===== config.mk =====
export PLATFORM = sky130hd
export DESIGN_NAME = time_set_ctrl
export DESIGN_NICKNAME = d
export VERILOG_FILES = /design/src/rtl/time_set_ctrl.sv
export SDC_FILE = /design/constraint.sdc
export NUM_CORES = 1
export LEC_CHECK = 0
export CORE_MARGIN = 8
export CORE_UTILIZATION = 40
export CTS_CLUSTER_SIZE = 25
export DETAILED_ROUTE_END_ITERATION = 8
export PLACE_DENSITY = 0.66
export SLEW_MARGIN = 15
export SYNTH_ARGS = -nofsm -noshare
export SYNTH_HDL_FRONTEND = slang
export SYNTH_SLANG_ARGS = --single-unit

===== constraint.sdc =====
create_clock -name clk -period 1.95 [get_ports clk]
set_input_delay 0.2925 -clock clk [delete_from_list [all_inputs] [get_ports clk]]
set_output_delay 0.2925 -clock clk [all_outputs]
set_load 0.02 [all_outputs]

===== src/rtl/time_set_ctrl.sv =====
// Keypad HH:MM entry sequencer for clock/alarm set; every output registered, one cycle after key_valid; no backpressure.
// Define TSC_BLINK_EN to blink the twinkle digit, otherwise blink is held at 1.
module time_set_ctrl #(
    parameter int TIMEOUT_CYC = 100_000_000,
    parameter int BLINK_DIV   = 25_000_000
) (
    input  logic       clk,
    input  logic       rst,
    input  logic       key_valid,
    input  logic [3:0] key_val,
    output logic [5:0] set_hour,
    output logic [5:0] set_min,
    output logic [2:0] twinkle,
    output logic       target,
    output logic       busy,
    output logic       load_clk,
    output logic       load_alarm,
    output logic       key_err,
    output logic       timeout,
    output logic       blink
);

    // State codes double as the twinkle digit index driven to the display.
    typedef enum logic [2:0] {
        S_HT   = 3'b000,
        S_HU   = 3'b001,
        S_MT   = 3'b010,
        S_MU   = 3'b011,
        S_CONF = 3'b100,
        S_IDLE = 3'b111
    } state_e;

    localparam int TW = $clog2(TIMEOUT_CYC + 1);
    localparam logic [TW-1:0] TIMER_LAST = TW'(TIMEOUT_CYC - 1);

    state_e        state_q, state_d;
    logic [5:0]    hour_q, hour_d, min_q, min_d;
    logic          target_q, target_d, busy_q;
    logic          load_clk_q, load_clk_d, load_alarm_q, load_alarm_d;
    logic          key_err_q, key_err_d, timeout_q, timeout_d;
    logic [TW-1:0] timer_q, timer_d;
    logic [5:0]    dig;

    assign dig = {2'b00, key_val};

    always_comb begin
        state_d      = state_q;
        hour_d       = hour_q;
        min_d        = min_q;
        target_d     = target_q;
        timer_d      = timer_q;
        load_clk_d   = 1'b0;
        load_alarm_d = 1'b0;
        key_err_d    = 1'b0;
        timeout_d    = 1'b0;
        if (state_q == S_IDLE) begin
            timer_d = '0;
            if (key_valid && (key_val == 4'hA || key_val == 4'hB)) begin
                state_d  = S_HT;
                target_d = (key_val == 4'hB);
                hour_d   = '0;
                min_d    = '0;
            end
        end else if (key_valid) begin
            // A key in the expiry cycle takes priority and restarts the timer.
            timer_d = '0;
            if (key_val == 4'hC) begin
                state_d = S_IDLE;
            end else begin
                case (state_q)
                    S_HT: if (key_val <= 4'd2) begin
                        hour_d  = dig * 6'd10;
                        state_d = S_HU;
                    end else key_err_d = 1'b1;
                    S_HU: if (key_val <= 4'd9 && (hour_q < 6'd20 || key_val <= 4'd3)) begin
                        hour_d  = hour_q + dig;
                        state_d = S_MT;
                    end else key_err_d = 1'b1;
                    S_MT: if (key_val <= 4'd5) begin
                        min_d   = dig * 6'd10;
                        state_d = S_MU;
                    end else key_err_d = 1'b1;
                    S_MU: if (key_val <= 4'd9) begin
                        min_d   = min_q + dig;
                        state_d = S_CONF;
                    end else key_err_d = 1'b1;
                    S_CONF: if (key_val == 4'hD) begin
                        load_clk_d   = ~target_q;
                        load_alarm_d = target_q;
                        state_d      = S_IDLE;
                    end else key_err_d = 1'b1;
                    default: state_d = S_IDLE;
                endcase
            end
        end else if (timer_q == TIMER_LAST) begin
            timeout_d = 1'b1;
            timer_d   = '0;
            state_d   = S_IDLE;
        end else begin
            timer_d = timer_q + 1'b1;
        end
    end

    always_ff @(posedge clk or negedge rst) begin
        if (!rst) begin
            state_q      <= S_IDLE;
            hour_q       <= '0;
            min_q        <= '0;
            target_q     <= 1'b0;
            busy_q       <= 1'b0;
            timer_q      <= '0;
            load_clk_q   <= 1'b0;
            load_alarm_q <= 1'b0;
            key_err_q    <= 1'b0;
            timeout_q    <= 1'b0;
        end else begin
            state_q      <= state_d;
            hour_q       <= hour_d;
            min_q        <= min_d;
            target_q     <= target_d;
            busy_q       <= (state_d != S_IDLE);
            timer_q      <= timer_d;
            load_clk_q   <= load_clk_d;
            load_alarm_q <= load_alarm_d;
            key_err_q    <= key_err_d;
            timeout_q    <= timeout_d;
        end
    end

`ifdef TSC_BLINK_EN
    localparam int BW = $clog2(BLINK_DIV + 1);
    logic [BW-1:0] bcnt_q;
    logic          blink_q;

    // Every accepted key moves the FSM, so a state change restarts the blink phase.
    always_ff @(posedge clk or negedge rst) begin
        if (!rst) begin
            bcnt_q  <= '0;
            blink_q <= 1'b1;
        end else if (state_d == S_IDLE || state_d != state_q) begin
            bcnt_q  <= '0;
            blink_q <= 1'b1;
        end else if (bcnt_q == BW'(BLINK_DIV - 1)) begin
            bcnt_q  <= '0;
            blink_q <= ~blink_q;
        end else begin
            bcnt_q  <= bcnt_q + 1'b1;
        end
    end

    assign blink = blink_q;
`else
    assign blink = 1'b1;
`endif

    assign set_hour   = hour_q;
    assign set_min    = min_q;
    assign twinkle    = state_q;
    assign target     = target_q;
    assign busy       = busy_q;
    assign load_clk   = load_clk_q;
    assign load_alarm = load_alarm_q;
    assign key_err    = key_err_q;
    assign timeout    = timeout_q;

endmodule


Word-level counts from Yosys, hierarchy flattened

Cells that the tools add are included.

Flip-flop bits (word level): 48
Input port bits: 7
Output and inout bits: 22

$add $sub $neg: 3
Multipliers: 1
Magnitude comparators: 5
Eq/ne operators: 17
Muxes and demuxes: 49
Bitwise logic cells: 1
Reductions and logical operators: 11

Operator list:

| kind                    | number |
|---|---|
| $mux W27                | 3 |
| $mux W6                 | 11 |
| $mux W3                 | 10 |
| $add A27 B1 Y27 const B | 1 |
| $eq A27 B27 Y1 const B  | 1 |
| $pmux W6 S2             | 2 |
| $mux W1                 | 21 |
| $eq A4 B4 Y1 const B    | 4 |
| $ne A3 B3 Y1 const B    | 5 |
| $pmux W3 S5             | 1 |
| $add A6 B4 Y6           | 2 |
| $reduce_and A6 Y1       | 2 |
| $le A4 B2 Y1 const B    | 2 |
| $eq A3 B2 Y1 const B    | 2 |
| $eq A3 B3 Y1 const B    | 2 |
| $lt A6 B5 Y1 const B    | 1 |
| $reduce_bool A3 Y1      | 2 |
| $mul A4 B3 Y5 const B   | 1 |
| $pmux W1 S5             | 1 |
| $le A4 B3 Y1 const B    | 1 |
| $le A4 B4 Y1 const B    | 1 |
| $eq A3 B1 Y1 const B    | 1 |
| $logic_not A3 Y1        | 1 |
| $logic_and A1 B1 Y1     | 2 |
| other kinds (6)         | 7 |

Depth between registers and ports, before layout

Depth in word-level cells: 9
Depth in mapped cells: 9
Depth with buffers taken out: 8

Least setup slack after synthesis

Ideal clock, no wire load.

Kind: register -> register
From: register hour_q[5], in the netlist set_hour[5]
To: register hour_q[5], in the netlist set_hour[5]
Setup time: 121 ps
Arrival: 1896 ps
Data required time: 1829 ps
Slack: -67 ps
Stages on the path, launching flop included: 7
Cell sequence: dfrtp_1 nor3_1 o211ai_2 a2111oi_4 nor2_2 a31o_1 a22o_1

Word-level cells in the longest chain between the ends: 6
Elaborated cells between the ends (all ways): 11
Those cells by class: 1 x add/sub; 1 x order compare; 1 x eq/ne; 5 x mux; 3 x reduce/logical

Ends and longest elaborated chain:

| item                   | line | text |
|---|---|---|
| start, declared        | 37   | `logic [5:0] hour_q, hour_d, min_q, min_d;` |
| start signal, assigned | 118  | `hour_q <= hour_d;` |
| $add A6 B4 Y6          | 76   | `hour_d = hour_q + dig;` |
| $mux W6                | 75   | `S_HU: if (key_val <= 4'd9 && (hour_q < 6'd20 \|\| key_val <= 4'd3)) begin` |
| $pmux W6 S2            | 70   | `case (state_q)` |
| $mux W6                | 67   | `if (key_val == 4'hC) begin` |
| $mux W6                | 64   | `end else if (key_valid) begin` |
| $mux W6                | 56   | `if (state_q == S_IDLE) begin` |

Parallel ways exist; a longest one is shown, timed or not. The select of a mux whose other input is x is not followed.
A chain may end at the register's enable or synchronous reset.

Worst setup path in the final report

From: register min_q[1], in the netlist set_min[1]
To: register min_q[5], in the netlist set_min[5]

Word-level cells in the longest chain between the ends: 6

Ends and longest elaborated chain:

| item                   | line | text |
|---|---|---|
| start, declared        | 37   |  |
| start signal, assigned | 119  | `min_q <= min_d;` |
| $add A6 B4 Y6          | 84   | `min_d = min_q + dig;` |
| $mux W6                | 83   | `S_MU: if (key_val <= 4'd9) begin` |
| $pmux W6 S2            | 70   |  |
| $mux W6                | 67   |  |
| $mux W6                | 64   |  |
| $mux W6                | 56   |  |

No other way between the ends. The select of a mux whose other input is x is not followed.

==> flow_metrics.py <==
metrics = {
    "placement": {
        "dp_hpwl_um": 5147,
        "gp_congestion": 0.8776,
        "place.port_buffers": 27,
        "place_inst": 473,
        "place_area_um2": 3622,
    },
    "clock_network": {
        "h-tree-depth": 2,
        "numCtsBuffers": 5,
        "numClockSinks": 48,
        "cts_root_buf": "clkbuf_8",
        "clkTransAtPathRegs_ns": 0.10,
        "cts_tree": "yes",
        "clk_latency_ns": 0.31,
        "cts_buffer_depth": 2,
    },
    "grt": {
        "grt_overflow": 0,
        "grt_max_degree": 49,
        "use_met2_pct": 26.77,
        "grtUsageTotal_pct": 14.67,
        "grt.busiest_layer": "met2",
        "antenna_found_initial": 0,
        "grt_pass1_vias": 2624,
        "gr-usage-met3_pct": 3.039,
        "met1_usage_pct": 16.75,
        "grt_pass1_wl_um": 12140,
    },
    "critical_path": {
        "cp-end-kind": "flop",
        "critPathMaxStageDelay_ns": 0.45,
        "ff2ff_path_depth": 8,
        "start_kind": "flop",
        "required_ns": 2.15,
        "crit_arrival_ns": 2.12,
        "cp_slowest_cell": "dfrtp_2",
        "r2r_slack_ns": 0.02,
        "path_max_fanout": 3,
        "critical_path.cell_chain": "ha_4 -> a21o_1 -> a21oi_1 -> nor2b_1 -> o21ai_2 -> buf_4 -> a22o_1 -> or3_1",
        "crit-reg2reg-capture": "set_min[5]",
        "criticalPathCategory": "flop to flop",
        "r2r-start": "set_min[1]",
    },
    "sta": {
        "max_slew_margin_pct": 60.07,
        "timing.setup.tns_ns": 0,
        "max_freq_ghz": 0.5191,
        "finClkSkew_ns": 0.01064,
        "maxSlewViolCount": 0,
        "worst_hold_slack_ns": 0.06472,
        "min_period_ns": 1.926,
        "fin_crit_sh_pct": 98.79,
        "tightest_slew_ns": 0.5989,
        "setup_viol": 0,
        "rsz0062_at_grt": "yes",
        "hold_viol_final": 0,
    },
    "drt": {
        "drtAntennaViolNets": 0,
        "drt-total-wl_um": 7458,
        "drtIter0Drc": 124,
        "wl_per_cell_um": 15.28,
        "drc_errors": 0,
        "dr.pass1.iters": 4,
        "vias_per_cell": 5.307,
        "vias": 2590,
    },
    "synth": {
        "syn-cell-area_um2": 2897,
        "synth-seq-cells": 48,
        "syn_avg_cell_area_um2": 9.284,
        "synth_async_sr_flop_share_pct": 100.0,
        "synth_flop_cell": "dfrtp_1",
        "synth_edf_count": 0,
        "seq_area_frac_synth_pct": 41.60,
        "syn_inst": 312,
        "yosys_warnings": 0,
        "syn_nets": 333,
        "ys_types": 56,
    },
    "power_and_ir_drop": {
        "p_leak_nw": 1.723,
        "vdd_drop_max_mv": 0.3904,
        "powerDensity_nw_per_um2": 1040,
    },
    "die": {
        "core_area_um2": 7137,
        "rows": 31,
        "die_y_um": 101.1,
        "die_area_um2": 10220,
        "fp.dieW_um": 101.1,
        "initial_core_util_pct": 40.59,
        "pin_count": 29,
    },
    "flow_run": {
        "drv_cap": 0,
    },
    "min_path": {
        "hold_path.class": "input port to async pin",
    },
    "status": {
        "status": "finished, final reports clean",
    },
    "cells_and_area": {
        "drive_above_1_share_pct": 24.94,
        "antennaDiodeCount": 0,
        "nNetsFinal": 409,
        "layout.filler_cells": 662,
        "areaGrowthSynthToFinish_pct": 34.64,
        "fin_area_um2": 3900,
        "final_cells": 488,
    },
}
-- worst max-delay path by stage --
stage | cells after the start | slack [ns] | start | endpoint
2_1_floorplan | 7 | 0.004 | twinkle[2] | busy
3_3_place_gp | 7 | -0.42 | key_val[3] | set_min[5]
3_5_place_dp | 7 | -0.47 | key_val[3] | set_min[4]
4_1_cts | 9 | 0.0004 | key_val[0] | set_hour[4]
5_1_grt | 7 | -0.03 | timer_q[0] | busy
6_report | 8 | 0.02 | set_min[1] | set_min[5]
-- metrics by stage --
stage / setup slack, ns / util, % / total power, W
floorplan: 0.003972 / - / 0.002397
global placement: -0.4250 / 50.75 / 0.003218
detailed placement: -0.4656 / 50.75 / 0.003269
CTS: 0.0003759 / 52.75 / 0.003943
global route: -0.03317 / 54.65 / 0.004303
finish: 0.02367 / 54.65 / 0.004054
-- layout by cell type, fill, tap and decap left out, drive strengths merged, types with 3 or more instances in the layout --
cell / instances
a21oi: 13
nor2: 40
nand3: 10
dfrtp: 45
nand4: 8
nand2: 36
and3: 3
dfstp: 3
clkbuf: 6
nand2b: 6
or3: 5
o21ai: 20
xnor2: 8
buf: 58
inv: 4
nor4: 5
a22o: 3
a21o: 4
and4: 5
ha: 12
o211ai: 3
clkdlybuf4s50: 19
dlygate4sd2: 5
xor2: 22
-- synth_stat cells (all sizes together) (6+ instances only) --
master  instances  share of area (%)
xnor2           8                2.4
nand4           8                1.7
o21ai          20                3.8
nor2           40                5.3
nand3          10                1.7
buf            10                2.3
clkbuf          6               0.78
ha             12                5.2
nand2          36                4.7
a21oi          13                2.2
xor2           22                6.7
dfrtp          45                 39
nand2b          6                1.3
-- sequential cells by signal, indices dropped and copies added, names as in the netlist --
signal and flops:
set_min 6, timer_q 27, twinkle 3, load_clk 1, key_err 1, timeout 1, set_hour 6, target 1
load_alarm 1, busy 1
-- logic make-up after synthesis --
kind of cell | share of synthesized area, %
AND/OR/NAND/NOR | 23.02
AO/OA/AOI/OAI | 15.29
flip-flops | 41.60
XOR/XNOR | 9.071
buffers and inverters | 3.628
adder cells (fa/ha/maj) | 6.566
multiplexers | 0.6912
other | 0.1295
-- layout make-up --
class	count	area, µm²	share of cell area, %
clock inverter	2	15.01	0.3850
inverter	4	15.01	0.3850
sequential	48	1210	31.02
timing repair buffer	85	765.7	19.63
multi-input combinational	244	1688	43.28
tap	99	123.9	3.176
clock buffer	6	82.58	2.117
-- where the power goes --
part	internal, W	switching, W	leakage [nW]
combinational	0.000976	0.000996	1.04
sequential	0.00118	0.000250	0.639
clock	0.000288	0.000360	0.0434
total	0.00245	0.00161	1.72
-- worst max-delay path: cells and delay by family, from the launching register on --
family,cells,cell delay (ns)
adder cells (fa/ha/maj),1,0.27
buffers and inverters,1,0.15
flip-flops,1,0.45
AND/OR/NAND/NOR,2,0.48
AO/OA/AOI/OAI,4,0.45
-- timing repair --
item                                    in CTS  in global routing
buffers inserted                             0                  6
cloned                                       1                  0
endpoints found under the hold margin        0                  0
endpoints found under the setup margin      11                 10
resized for setup                           11                 20
hold buffers                                 0                  0
pin swaps                                    1                  4
-- metal layers --
| layer | part of all wire [%] | wire length (µm) |
|---|---|---|
| met1 | 42 | 3103 |
| met2 | 51 | 3833 |
| met3 | 5.6 | 421 |
| met4 | 1.3 | 100 |
| met5 | 0 | 0 |
Note: power is estimated with default switching activity, not from simulation.
